===== src/rtl/load_store_unit.sv =====
// Load/store unit: RV32I B/H/W/BU/HU loads with extension; sub-word stores via read-modify-write.
// Latency accept->response: load 2, SW 2, SB/SH 3, misaligned trap 1 (only with LSU_MISALIGN_TRAP_EN).
// Backpressure: oReady only in IDLE; the response is held stable until iRspReady is sampled high.
module load_store_unit (
    input  logic        iClk,
    input  logic        nRst,
    input  logic        iValid,
    output logic        oReady,
    input  logic        iStore,
    input  logic [2:0]  iFunct3,
    input  logic [31:0] iAddr,
    input  logic [31:0] iWData,
    output logic        oValid,
    input  logic        iRspReady,
    output logic [31:0] oRData,
    output logic        oFault,
    output logic        oMemEn,
    output logic        oMemReadnWrite,
    output logic [31:0] oMemAddr,
    output logic [31:0] oMemData,
    input  logic [31:0] iMemData
);

    typedef enum logic [2:0] {IDLE, LOAD, RMW_RD, WRITE, RESP} state_t;

    state_t      state;
    logic [2:0]  f3_q;
    logic [1:0]  lo_q;
    logic [15:0] wdata_q;
    logic        valid_q;
    logic        fault_q;
    logic [31:0] rdata_q;
    logic        mem_en_q;
    logic        mem_rnw_q;
    logic [31:0] mem_addr_q;
    logic [31:0] mem_data_q;

    logic [2:0]  f3_n;
    logic        misalign;
    logic [7:0]  ld_byte;
    logic [15:0] ld_half;
    logic [31:0] ld_ext;
    logic [31:0] st_merge;

    // Ready is combinational on state so it is low throughout reset.
    assign oReady         = (state == IDLE) && nRst;
    assign oValid         = valid_q;
    assign oRData         = rdata_q;
    assign oFault         = fault_q;
    assign oMemEn         = mem_en_q;
    assign oMemReadnWrite = mem_rnw_q;
    assign oMemAddr       = mem_addr_q;
    assign oMemData       = mem_data_q;

    // Normalise funct3: reserved codes and unsigned stores collapse to a word access.
    always_comb begin
        f3_n = 3'b010;
        case (iFunct3)
            3'b000, 3'b001, 3'b010: f3_n = iFunct3;
            3'b100, 3'b101:         f3_n = iStore ? 3'b010 : iFunct3;
            default:                f3_n = 3'b010;
        endcase
    end

    // Misalignment detection; without the trap the low address bits are simply ignored.
    always_comb begin
`ifdef LSU_MISALIGN_TRAP_EN
        misalign = (((f3_n == 3'b001) || (f3_n == 3'b101)) && iAddr[0]) ||
                   ((f3_n == 3'b010) && (iAddr[1:0] != 2'b00));
`else
        misalign = 1'b0;
`endif
    end

    // Load lane selection (little-endian) and sign/zero extension of the read word.
    always_comb begin
        ld_byte = 8'(iMemData >> {lo_q, 3'b000});
        ld_half = lo_q[1] ? iMemData[31:16] : iMemData[15:0];
        case (f3_q)
            3'b000:  ld_ext = {{24{ld_byte[7]}}, ld_byte};
            3'b100:  ld_ext = {24'h0, ld_byte};
            3'b001:  ld_ext = {{16{ld_half[15]}}, ld_half};
            3'b101:  ld_ext = {16'h0, ld_half};
            default: ld_ext = iMemData;
        endcase
    end

    // Sub-word store merge: replace the addressed byte/halfword of the read word.
    always_comb begin
        if (f3_q == 3'b000) begin
            st_merge = (iMemData & ~(32'h0000_00ff << {lo_q, 3'b000})) |
                       ({24'h0, wdata_q[7:0]} << {lo_q, 3'b000});
        end else begin
            st_merge = (iMemData & ~(32'h0000_ffff << {lo_q[1], 4'b0000})) |
                       ({16'h0, wdata_q} << {lo_q[1], 4'b0000});
        end
    end

    // Control FSM; all memory and response outputs are registered here.
    always_ff @(posedge iClk or negedge nRst) begin
        if (!nRst) begin
            state      <= IDLE;
            f3_q       <= 3'b000;
            lo_q       <= 2'b00;
            wdata_q    <= 16'h0;
            valid_q    <= 1'b0;
            fault_q    <= 1'b0;
            rdata_q    <= 32'h0;
            mem_en_q   <= 1'b0;
            mem_rnw_q  <= 1'b1;
            mem_addr_q <= 32'h0;
            mem_data_q <= 32'h0;
        end else begin
            case (state)
                IDLE: begin
                    if (iValid) begin
                        f3_q    <= f3_n;
                        lo_q    <= iAddr[1:0];
                        wdata_q <= iWData[15:0];
                        if (misalign) begin
                            valid_q <= 1'b1;
                            fault_q <= 1'b1;
                            rdata_q <= 32'h0;
                            state   <= RESP;
                        end else begin
                            mem_en_q   <= 1'b1;
                            mem_addr_q <= {2'b00, iAddr[31:2]};
                            if (!iStore) begin
                                mem_rnw_q <= 1'b1;
                                state     <= LOAD;
                            end else if (f3_n == 3'b010) begin
                                mem_rnw_q  <= 1'b0;
                                mem_data_q <= iWData;
                                state      <= WRITE;
                            end else begin
                                mem_rnw_q <= 1'b1;
                                state     <= RMW_RD;
                            end
                        end
                    end
                end
                LOAD: begin
                    rdata_q    <= ld_ext;
                    valid_q    <= 1'b1;
                    fault_q    <= 1'b0;
                    mem_en_q   <= 1'b0;
                    mem_rnw_q  <= 1'b1;
                    mem_addr_q <= 32'h0;
                    state      <= RESP;
                end
                RMW_RD: begin
                    mem_data_q <= st_merge;
                    mem_rnw_q  <= 1'b0;
                    state      <= WRITE;
                end
                WRITE: begin
                    mem_en_q   <= 1'b0;
                    mem_rnw_q  <= 1'b1;
                    mem_addr_q <= 32'h0;
                    mem_data_q <= 32'h0;
                    valid_q    <= 1'b1;
                    fault_q    <= 1'b0;
                    rdata_q    <= 32'h0;
                    state      <= RESP;
                end
                RESP: begin
                    if (iRspReady) begin
                        valid_q <= 1'b0;
                        fault_q <= 1'b0;
                        rdata_q <= 32'h0;
                        state   <= IDLE;
                    end
                end
                default: state <= IDLE;
            endcase
        end
    end

endmodule


===== config.mk =====
export PLATFORM = sky130hd
export DESIGN_NAME = load_store_unit
export DESIGN_NICKNAME = d
export VERILOG_FILES = /design/src/rtl/load_store_unit.sv
export SDC_FILE = /design/constraint.sdc
export NUM_CORES = 1
export LEC_CHECK = 0
export BUFFER_PORTS_ARGS = -buffer_cell sky130_fd_sc_hd__buf_2
export CAP_MARGIN = 20
export CORE_UTILIZATION = 54
export DETAILED_ROUTE_END_ITERATION = 8
export GPL_TIMING_DRIVEN = 0
export PLACE_DENSITY_LB_ADDON = 0.15
export SETUP_SLACK_MARGIN = 0.1
export SLEW_MARGIN = 20
export SYNTH_ARGS = -nofsm -noshare
export SYNTH_HDL_FRONTEND = slang
export SYNTH_SLANG_ARGS = --single-unit

===== constraint.sdc =====
create_clock -name iClk -period 2.8 [get_ports iClk]
set_clock_uncertainty 0.05 [all_clocks]
set_input_delay 0.56 -clock iClk [delete_from_list [all_inputs] [get_ports iClk]]
set_output_delay 0.56 -clock iClk [all_outputs]
set_load 0.02 [all_outputs]

==> results of run 1 <==
## critical path: cells and delay by family
kind                   cells  cell delay, ps
buffers and inverters      4            1110
AND/OR/NAND/NOR            1             210
## logic make-up after synthesis
| logic type | count (synthesis) | share of synthesized area (%) |
|---|---|---|
| AND/OR/NAND/NOR | 105 | 8.32 |
| multiplexers | 83 | 15.3 |
| other | 1 | 0.0649 |
| buffers and inverters | 45 | 3.99 |
| AO/OA/AOI/OAI | 165 | 19.9 |
| flip-flops | 121 | 52.4 |
## sequential cells by signal (all words and copies together), names as in the netlist
signal          count
oMemData           32
oValid              1
lo_q                2
oMemAddr           30
oMemReadnWrite      1
f3_q                3
wdata_q            16
oRData             32
oMemEn              1
state               3
## stage by stage
stage | utilization [%] | worst slack (ps)
2_1_floorplan | - | 910
3_3_place_gp | 67.1 | -925
3_5_place_dp | 67.4 | 401
4_1_cts | 72.8 | 250
5_1_grt | 72.8 | 164
6_report | 72.8 | 246
## placed cells by master, fill, tap and decap left out, types with 4 or more instances in the layout
| master | netlist | final |
|---|---|---|
| nor3_1 | 10 | 10 |
| clkbuf_1 | 17 | 22 |
| clkbuf_16 | 0 | 16 |
| o21a_1 | 7 | 7 |
| clkinv_2 | 0 | 6 |
| o21ai_2 | 10 | 10 |
| nand2_1 | 39 | 39 |
| buf_6 | 3 | 4 |
| or2b_1 | 5 | 5 |
| o21ai_0 | 37 | 37 |
| mux2i_1 | 51 | 51 |
| o221ai_1 | 17 | 17 |
| a22o_1 | 30 | 30 |
| inv_1 | 5 | 5 |
| a21oi_1 | 29 | 29 |
| mux2_2 | 31 | 31 |
| buf_2 | 13 | 213 |
| dfrtp_1 | 120 | 120 |
| o22ai_1 | 16 | 16 |
| nor2_1 | 30 | 30 |
| nand2b_1 | 8 | 8 |
| nor2b_1 | 5 | 5 |
## where the power goes
group	leakage [nW]	switching, mW	total (mW)	internal, mW
registers	1.51	0.528	3.14	2.61
clock network	0.255	0.740	1.93	1.19
logic	2.16	2.93	4.81	1.89
total	3.92	4.19	9.88	5.69
## routing by layer
metal	up-vias	GRT usage (%)	wire, um
met5	-	0	0
met4	0	10.8	265
met3	22	6.99	1340
met2	259	49.4	7820
met1	2463	39.5	6580
li1	2361	-	-
## cell type report
class	instances	area share (%)
Multi-Input combinational cell	356	33.4
Clock inverter	9	0.994
Inverter	5	0.249
Clock buffer	23	5.91
Timing Repair Buffer	204	14.3
Buffer	40	2.80
Tap cell	136	2.25
Sequential cell	121	40.1
## final timing paths
| check | from | endpoint | slack [ps] | cells past startpoint |
|---|---|---|---|---|
| max in group asynchronous | nRst | oMemReadnWrite$_DFFE_PN1P_ | 1810 | 3 |
| min in group asynchronous | nRst | oRData[20]$_DFFE_PN0P_ | 550 | 3 |
| setup / recovery | nRst | oReady | 250 | 5 |
| hold reg to reg | oRData[22]$_DFFE_PN0P_ | oRData[22]$_DFFE_PN0P_ | 420 | 2 |
| setup reg to reg | state[0]$_DFFE_PN0P_ | oRData[6]$_DFFE_PN0P_ | 700 | 6 |
| hold / removal | iAddr[26] | oMemAddr[24]$_DFFE_PN0P_ | 210 | 2 |
## timing repair
action,4_1_cts,5_1_grt
endpoints found under the hold margin,56,0
gates resized for setup,0,0
hold buffers,2,0
==> metrics.txt, run 1 <==
outcome=finished clean; synthesized instance count=520; Max clock buf depth=2; post-DP HPWL=12000 um; via count=5105; fin crit period=2550 ps; Synth cell types=45; CTS tree=yes; critical path arrival=1940 ps; post-route cell area=7550 um^2; areal power density over the cells=1310 nW/um^2; worst vdd ir=0.000724 V; post-synth top area share=52.0%; overall power=9.88 mW; vias in the first global route=4990; Core ar.=10400 um^2; global route overflow=0; Post-Syn Area=5780 um^2; P&R area growth vs syn=30.8%; Startpoint Class=primary input; Worst-Skew Late Latency=510 ps; number of top-level pins=205; Hold Path Class=in -> reg; slowest cell on the critical path=dlygate4sd3_1; n_diodes=0; routed len/inst=17.9 um; ANT nets after route=0; die area=11100 um^2; largest area contributor in the netlist=dfrtp_1; die height=105 um; Placed Area=6990 um^2; Yosys reg bits=121; Clock Pin Slew Worst Setup and Hold Paths=60 ps; Synth area leaders=dfrtp_1 (52%), mux2i_1 (8.8%), mux2_2 (6.0%); area occupied by multi-input gates=2520 um^2; GP Congestion=0.888; max-slew violations=0; CP Class=in -> out; clock sink count=121; row cnt=37; max_slew headroom=57.3%; RSZ-0062 raised after global routing=no; Ys Warns=0; asr flop ratio synth=100%; number of flops mapped to enable cells by yosys=0; achievable frequency=392 MHz; placed cells=860; fraction of layout cells with a size suffix above 1=39.2%; H-tree Lvls=4; largest net degree at the start of global routing=67; worst-path fanout max=66; final WL=16000 um; Hold Fails Final Rpt=0; Post-Syn Area per Cell=11.1 um^2; fillers=794; Register Area=3030 um^2; max-cap violations=0; Non-Filler Instances=894; net count reported at finish=849; TNS Setup=0 ps; sequential share of the synthesized area=52.4%; Crit. End Element=primary output; Critical Path Max Stage Delay=540 ps; DR pass1 iterations=5; DR iter-0 viols=336; GRT Overall Usage=30.2%; # setup viols final=0; Critical Path RT=2190 ps; IO Port Bufs=201; antenna violations before repair=0; static leakage=3.92 nW; Clk Tree Root Cell=clkbuf_8; Die Wd=105 um; DRC violations left=0; most frequent cells after synthesis=dfrtp_1 (120), mux2i_1 (51), nand2_1 (39); worst-margin pin slew=638 ps; most instantiated library cell after synthesis=dfrtp_1; Vias per Instance=5.71; ys flop type=dfrtp_1; Num CTS Buffers=17; Starting Density=55.7%; setup repair bufs after CTS=0; first-pass GRT wire length=25600 um; final period utilization=91.2%; CP cell instances=dlygate4sd3_1 > buf_6 > buf_16 > and3_1 > buf_2; worst hold slack=214 ps
Power figures use the tool's default switching activity.
==> run 2, diff against run 1 <==
--- a/config.mk
+++ b/config.mk
@@ -9,9 +9,8 @@
 export CAP_MARGIN = 20
 export CORE_UTILIZATION = 54
 export DETAILED_ROUTE_END_ITERATION = 8
-export GPL_TIMING_DRIVEN = 0
+export MAX_ROUTING_LAYER = met4
 export PLACE_DENSITY_LB_ADDON = 0.15
-export SETUP_SLACK_MARGIN = 0.1
 export SLEW_MARGIN = 20
 export SYNTH_ARGS = -nofsm -noshare
 export SYNTH_HDL_FRONTEND = slang
==> metrics.txt, run 2 (same netlist as run 1, synthesis figures left out) <==
outcome=finished clean (unchanged); max-slew violations=0 (unchanged); internal power=5.84 mW (was 5.69 mW); Worst-Skew Late Latency=530 ps (was 510 ps); post-CTS resize count=0 (unchanged); DR iter-0 viols=324 (was 336); via count=5021 (was 5105); Crit. End Element=flop (was primary output); Hold Path Class=in -> async (was in -> reg); fin crit period=2290 ps (was 2550 ps); static leakage=3.86 nW (was 3.92 nW); DR pass1 iterations=5 (unchanged); critical path arrival=2620 ps (was 1940 ps); worst reg2reg endpoint=oMemData[31]$_DFFE_PN0P_ (was oRData[6]$_DFFE_PN0P_); number of top-level pins=205 (unchanged); met2 WL=7520 um (was 7820 um); final period utilization=81.7% (was 91.2%); CP Class=reg -> reg (was in -> out); row cnt=37 (unchanged); met3 WL post-DR=1180 um (was 1340 um); Vias per Instance=5.82 (was 5.71); Hold Fails Final Rpt=0 (unchanged); CP cell instances=nor3_1 > buf_4 > mux2_2 > o221ai_1 > a21oi_1 (was dlygate4sd3_1 > buf_6 > buf_16 > and3_1 > buf_2); worst-path fanout max=15 (was 66); RSZ-0062 raised after global routing=no (unchanged); slowest cell on the critical path=dfrtp_1 (was dlygate4sd3_1); post-DP HPWL=11400 um (was 12000 um); net count reported at finish=818 (was 849); post-route cell area=7440 um^2 (was 7550 um^2); max_slew headroom=42.2% (was 57.3%); P&R area growth vs syn=28.8% (was 30.8%); worst-margin pin slew=867 ps (was 638 ps); Register-to-Register Setup Slack=510 ps (was 700 ps); die area=11100 um^2 (unchanged); pre-CTS setup slack=480 ps (was 401 ps); worst vdd ir=0.000688 V (was 0.000724 V); Placed Area=6860 um^2 (was 6990 um^2); clock sink count=121 (unchanged); global route overflow=0 (unchanged); Clock Pin Slew Worst Setup and Hold Paths=60 ps (about the same); max layer used=met4 (unchanged); GP Congestion=0.886 (was 0.888); leading cell type in the layout, fill and taps excluded=buf_2 (unchanged); Hold-fix buffers, CTS=0 (was 2); antenna violations before repair=0 (unchanged); Num CTS Buffers=17 (unchanged); n_diodes=0 (unchanged); TNS Setup=0 ps (unchanged); WP buf/inv=1 (was 4); # setup viols final=0 (unchanged); Startpoint Class=flop (was primary input); Clock power frac=21.4% (was 19.5%); Core ar.=10400 um^2 (unchanged); power share of the sequential group=32.0% (was 31.8%); IO Port Bufs=201 (unchanged); fraction of layout cells with a size suffix above 1=40.2% (was 39.2%); final WL=16000 um (about the same); DRC violations left=0 (unchanged); achievable frequency=437 MHz (was 392 MHz); Starting Density=55.7% (unchanged); largest net degree at the start of global routing=122 (was 67); Max clock buf depth=2 (unchanged); Critical Path Max Stage Delay=550 ps (was 540 ps); ANT nets after route=0 (unchanged); final design utilization=71.7% (was 72.8%); Net Sw Power=4.19 mW (about the same); worst reg2reg startpoint=f3_q[0]$_DFFE_PN0P_ (was state[0]$_DFFE_PN0P_); Die Wd=105 um (unchanged); overall power=10.0 mW (was 9.88 mW); max-cap violations=0 (unchanged); commonest non-fill, non-tap cells in the layout=buf_2 (200), dfrtp_1 (120), mux2i_1 (51), nand2_1 (39), o21ai_0 (37) (was buf_2 (213), dfrtp_1 (120), mux2i_1 (51), nand2_1 (39), o21ai_0 (37)); H-tree Lvls=4 (unchanged); reg2reg path depth=5 (was 6); setup slack after layout=513 ps (was 246 ps); die height=105 um (unchanged); Comb pwr share=46.7% (was 48.7%); vias in the first global route=4979 (was 4990); CTS tree=yes (unchanged); Clk Tree Root Cell=clkbuf_8 (unchanged); routed len/inst=18.6 um (was 17.9 um); M1 WL=6800 um (was 6580 um); first-pass GRT wire length=25400 um (was 25600 um); Critical Path RT=3130 ps (was 2190 ps); areal power density over the cells=1350 nW/um^2 (was 1310 nW/um^2); Sw Ratio=41.7% (was 42.5%); setup repair bufs after CTS=0 (unchanged); delay-heaviest family, CP=flip-flops (was buffers and inverters); GRT Overall Usage=31.1% (was 30.2%)
==> run 2: changes by cell type in the layout (fill, tap and decap cells not counted), moves of 2 or more <==
cell | previous run | this run
clkbuf_1 | 22 | 3
buf_2 | 213 | 200
buf_4 | 3 | 12
buf_6 | 4 | 0
buf_1 | 3 | 0
buf_16 | 2 | 0
bufinv_16 | 1 | 3
==> run 2: cell type report <==
| cell class | instances | area, um^2 |
|---|---|---|
| flip-flops and latches | 121 | 3030 |
| inverters | 5 | 18.8 |
| clock buffers | 22 | 453 |
| fillers | 806 | 2930 |
| well taps | 136 | 170 |
| clock inverters | 9 | 123 |
| repair buffers | 213 | 1110 |
| multi-input cells | 356 | 2530 |
==> run 2: worst max-delay path by stage <==
stage	startpoint	end	slack, ps	depth (start not counted)
4_1_cts	f3_q[0]$_DFFE_PN0P_	oMemData[31]$_DFFE_PN0P_	540	5
6_report	f3_q[0]$_DFFE_PN0P_	oMemData[31]$_DFFE_PN0P_	510	5
2_1_floorplan	iMemData[31]	oRData[22]$_DFFE_PN0P_	910	5
5_1_grt	f3_q[0]$_DFFE_PN0P_	oMemData[31]$_DFFE_PN0P_	440	5
3_3_place_gp	iMemData[31]	oRData[16]$_DFFE_PN0P_	520	5
3_5_place_dp	iMemData[31]	oRData[16]$_DFFE_PN0P_	480	5
==> run 2: worst register-to-register path, stage by stage (launching register included) <==
cell      delay, ps
dfrtp_1         550
nor3_1          520
buf_4           300
mux2_2          380
o221ai_1        270
a21oi_1          80
==> run 2: through the flow <==
step | std cells | hold WS (ps)
after floorplan | 522 | 214
after global placement | 831 | 406
after detailed placement | 831 | 411
final | 862 | 109
after global routing | 862 | 183
after CTS | 862 | 184
==> run 2: power groups by stage <==
stage               logic, mW  registers (mW)  clock network (mW)
floorplan                2.53            3.87                   0
global placement         4.55            3.17                   0
detailed placement       4.65            3.20                   0
CTS                      4.68            3.19                2.16
global route             5.05            3.30                2.26
finish                   4.68            3.20                2.14
==> run 2: layer usage <==
| layer | GRT usage (%) | vias to the layer above |
|---|---|---|
| met1 | 40.8 | 2432 |
| met3 | 7.05 | 42 |
| met2 | 45.9 | 248 |
| li1 | - | 2299 |
| met5 | - | - |
| met4 | 15.3 | 0 |
==> run 3, diff against run 2 <==
--- a/config.mk
+++ b/config.mk
@@ -5,9 +5,10 @@
 export SDC_FILE = /design/constraint.sdc
 export NUM_CORES = 1
 export LEC_CHECK = 0
+export ABC_AREA = 1
 export BUFFER_PORTS_ARGS = -buffer_cell sky130_fd_sc_hd__buf_2
 export CAP_MARGIN = 20
-export CORE_UTILIZATION = 54
+export CORE_UTILIZATION = 47
 export DETAILED_ROUTE_END_ITERATION = 8
 export MAX_ROUTING_LAYER = met4
 export PLACE_DENSITY_LB_ADDON = 0.15
==> constraint.sdc (replaced) <==
create_clock -name iClk -period 1.9 [get_ports iClk]
set_clock_uncertainty 0.05 [all_clocks]
set_input_delay 0.38 -clock iClk [delete_from_list [all_inputs] [get_ports iClk]]
set_output_delay 0.38 -clock iClk [all_outputs]
set_load 0.02 [all_outputs]
==> metrics.txt, run 3 <==
placed cells=1416 (was 831); Net Sw Power=8.05 mW (was 4.19 mW); Vias per Instance=5.08 (was 5.82); static leakage=5.16 nW (was 3.86 nW); clock sink count=121 (unchanged); final period utilization=96.6%; ANT nets after route=0 (unchanged); internal power=8.43 mW (was 5.84 mW); most frequent cells after synthesis=nand2_1 (597), dfrtp_1 (120), nand3_1 (75) (was dfrtp_1 (120), mux2i_1 (51), nand2_1 (39)); die area=15200 um^2 (was 11100 um^2); critical path arrival=1410 ps (was 2620 ps); GRT Overall Usage=31.3% (was 31.1%); CP Class=reg -> out (was reg -> reg); Yosys reg bits=121 (unchanged); row cnt=43 (was 37); DRC violations left=0 (unchanged); Clock Pin Slew Worst Setup and Hold Paths=60 ps (about the same); pre-CTS setup slack=233 ps (was 480 ps); P&R area growth vs syn=26.3% (was 28.8%); Hold Fails Final Rpt=0 (unchanged); Synth area leaders=dfrtp_1 (43%), nand2_1 (32%), nand3_1 (5.4%) (was dfrtp_1 (52%), mux2i_1 (8.8%), mux2_2 (6.0%)); Hold Path Class=in -> async (unchanged); Startpoint Class=flop (unchanged); Placed Area=8110 um^2 (was 6860 um^2); GP Congestion=0.962 (was 0.886); Core ar.=14100 um^2 (was 10400 um^2); max_slew headroom=56.4% (was 42.2%); CTS tree=yes (unchanged); Starting Density=49.0% (was 55.7%); routed len/inst=15.1 um (was 18.6 um); fin crit period=1840 ps; Crit. End Element=primary output (was flop); Num CTS Buffers=17 (unchanged); Ys Warns=0 (unchanged); final WL=21900 um (was 16000 um); max-cap violations=0 (unchanged); worst vdd ir=0.00118 V (was 0.000688 V); H-tree Lvls=4 (unchanged); IO Port Bufs=201 (unchanged); CP cell instances=nor2_4 > nand2_2 > nor2_2 > buf_4 (was nor3_1 > buf_4 > mux2_2 > o221ai_1 > a21oi_1); net count reported at finish=1359 (was 818); global route overflow=0 (unchanged); DR iter-0 viols=581 (was 324); Die Wd=123 um (was 105 um); outcome=finished clean (unchanged); worst-path fanout max=4 (was 15); power share of the sequential group=27.4% (was 32.0%); post-synth top area share=43.5% (was 52.0%); slowest cell on the critical path=dfrtp_2 (was dfrtp_1); Synth cell types=22 (was 45); met3 WL post-DR=1740 um (was 1180 um); largest area contributor in the netlist=dfrtp_1 (unchanged); synthesized instance count=1067 (was 520); asr flop ratio synth=100% (unchanged); most instantiated library cell after synthesis=nand2_1 (was dfrtp_1); post-DP HPWL=15600 um (was 11400 um); RSZ-0062 raised after global routing=no (unchanged); Critical Path Max Stage Delay=450 ps (was 550 ps); post-route cell area=8720 um^2 (was 7440 um^2); Sw Ratio=48.8% (was 41.7%); leading cell type in the layout, fill and taps excluded=nand2_1 (was buf_2); max layer used=met4 (unchanged); Max clock buf depth=2 (unchanged); TNS Setup=0 ps (unchanged); via count=7383 (was 5021); antenna violations before repair=3 (was 0); # setup viols final=0 (unchanged); first-pass GRT wire length=34800 um (was 25400 um); worst-margin pin slew=654 ps (was 867 ps); final design utilization=61.9% (was 71.7%); Critical Path RT=1470 ps (was 3130 ps); setup repair bufs after CTS=0 (unchanged); achievable frequency=545 MHz; number of flops mapped to enable cells by yosys=0 (unchanged); die height=123 um (was 105 um); number of top-level pins=205 (unchanged); DR pass1 iterations=5 (unchanged); Non-Filler Instances=1453 (was 862); ys flop type=dfrtp_1 (unchanged); Worst-Skew Late Latency=420 ps (was 530 ps); sequential share of the synthesized area=43.8% (was 52.4%); Clock power frac=19.6% (was 21.4%); Post-Syn Area=6910 um^2 (was 5780 um^2); commonest non-fill, non-tap cells in the layout=nand2_1 (597), buf_2 (199), dfrtp_1 (119), nand3_1 (75), inv_1 (65) (was buf_2 (200), dfrtp_1 (120), mux2i_1 (51), nand2_1 (39), o21ai_0 (37)); fraction of layout cells with a size suffix above 1=21.8% (was 40.2%); Post-Syn Area per Cell=6.48 um^2 (was 11.1 um^2); vias in the first global route=7114 (was 4979); Clk Tree Root Cell=clkbuf_16 (was clkbuf_8); met2 WL=10300 um (was 7520 um); largest net degree at the start of global routing=122 (unchanged); areal power density over the cells=1890 nW/um^2 (was 1350 nW/um^2); max-slew violations=0 (unchanged); Comb pwr share=53.0% (was 46.7%); M1 WL=9250 um (was 6800 um); setup slack after layout=64.7 ps (was 513 ps)
## run 3: cell types whose count changed after synthesis, moves of 30 or more
cell     change
a21oi_1     +30
a22o_1      -30
nand2_1    +558
mux2i_1     -51
mux2_2      -31
inv_1       +60
nand3_1     +73
## run 3: worst paths after layout
check,from,to,slack (ps),depth (start not counted)
worst min register to register,oRData[15]$_DFFE_PN0P_,oRData[15]$_DFFE_PN0P_,420,2
max in group asynchronous,nRst,state[1]$_DFFE_PN0P_,1260,2
worst max-delay path,state[1]$_DFFE_PN0P_,oReady,60,4
min in group iClk,iAddr[3],oMemAddr[1]$_DFFE_PN0P_,110,3
worst min-delay path,nRst,oRData[16]$_DFFE_PN0P_,60,2
worst max register to register,state[2]$_DFFE_PN0P_,oMemData[21]$_DFFE_PN0P_,190,8
## run 3: timing repair
item | in CTS | in global routing
hold buffers | 0 | 0
gates resized for setup | 2 | 2
setup endpoints to repair | 1 | 1
gates cloned | 0 | 0
## run 3: stage by stage
step	hold slack [ps]	total power, mW
2_1_floorplan	34.4	10.5
3_3_place_gp	405	13.1
3_5_place_dp	410	13.2
4_1_cts	83.6	16.5
5_1_grt	94.8	17.9
6_report	55.4	16.5
## run 3: logic make-up after synthesis
group                  Yosys count  share of synthesized area, %
AOI/OAI and AO/OA              112                          8.17
DFF                            121                          43.8
and+or+nand+nor                702                          40.0
other                            1                        0.0543
buffers and inverters          131                          7.91
## run 3: power by group through the flow
stage / logic, mW / clock network (mW) / registers (mW)
floorplan: 5.12 / 0 / 5.40
global placement: 8.58 / 0 / 4.52
global route: 9.88 / 3.37 / 4.66
finish: 8.74 / 3.22 / 4.52
detailed placement: 8.68 / 0 / 4.51
CTS: 8.72 / 3.27 / 4.51
## run 3: routing by layer
metal | up-vias | GRT usage, %
met5 | - | -
met4 | 0 | 12.3
met3 | 42 | 6.92
met2 | 293 | 48.6
met1 | 3368 | 39.6
li1 | 3680 | -
## run 3: layout make-up
cell class | count | area (um^2)
fill | 1414 | 5370
timing repair buffer | 225 | 1240
inverter | 73 | 274
sequential | 121 | 3030
antenna | 5 | 12.5
tap | 180 | 225
clock inverter | 14 | 148
clock buffer | 18 | 439
multi-input combinational | 817 | 3350
## run 3: worst max-delay path, delay by kind of cell (launching register included)
kind	cells	cell delay, ps
buffers and inverters	1	160
DFF	1	450
and+or+nand+nor	3	390
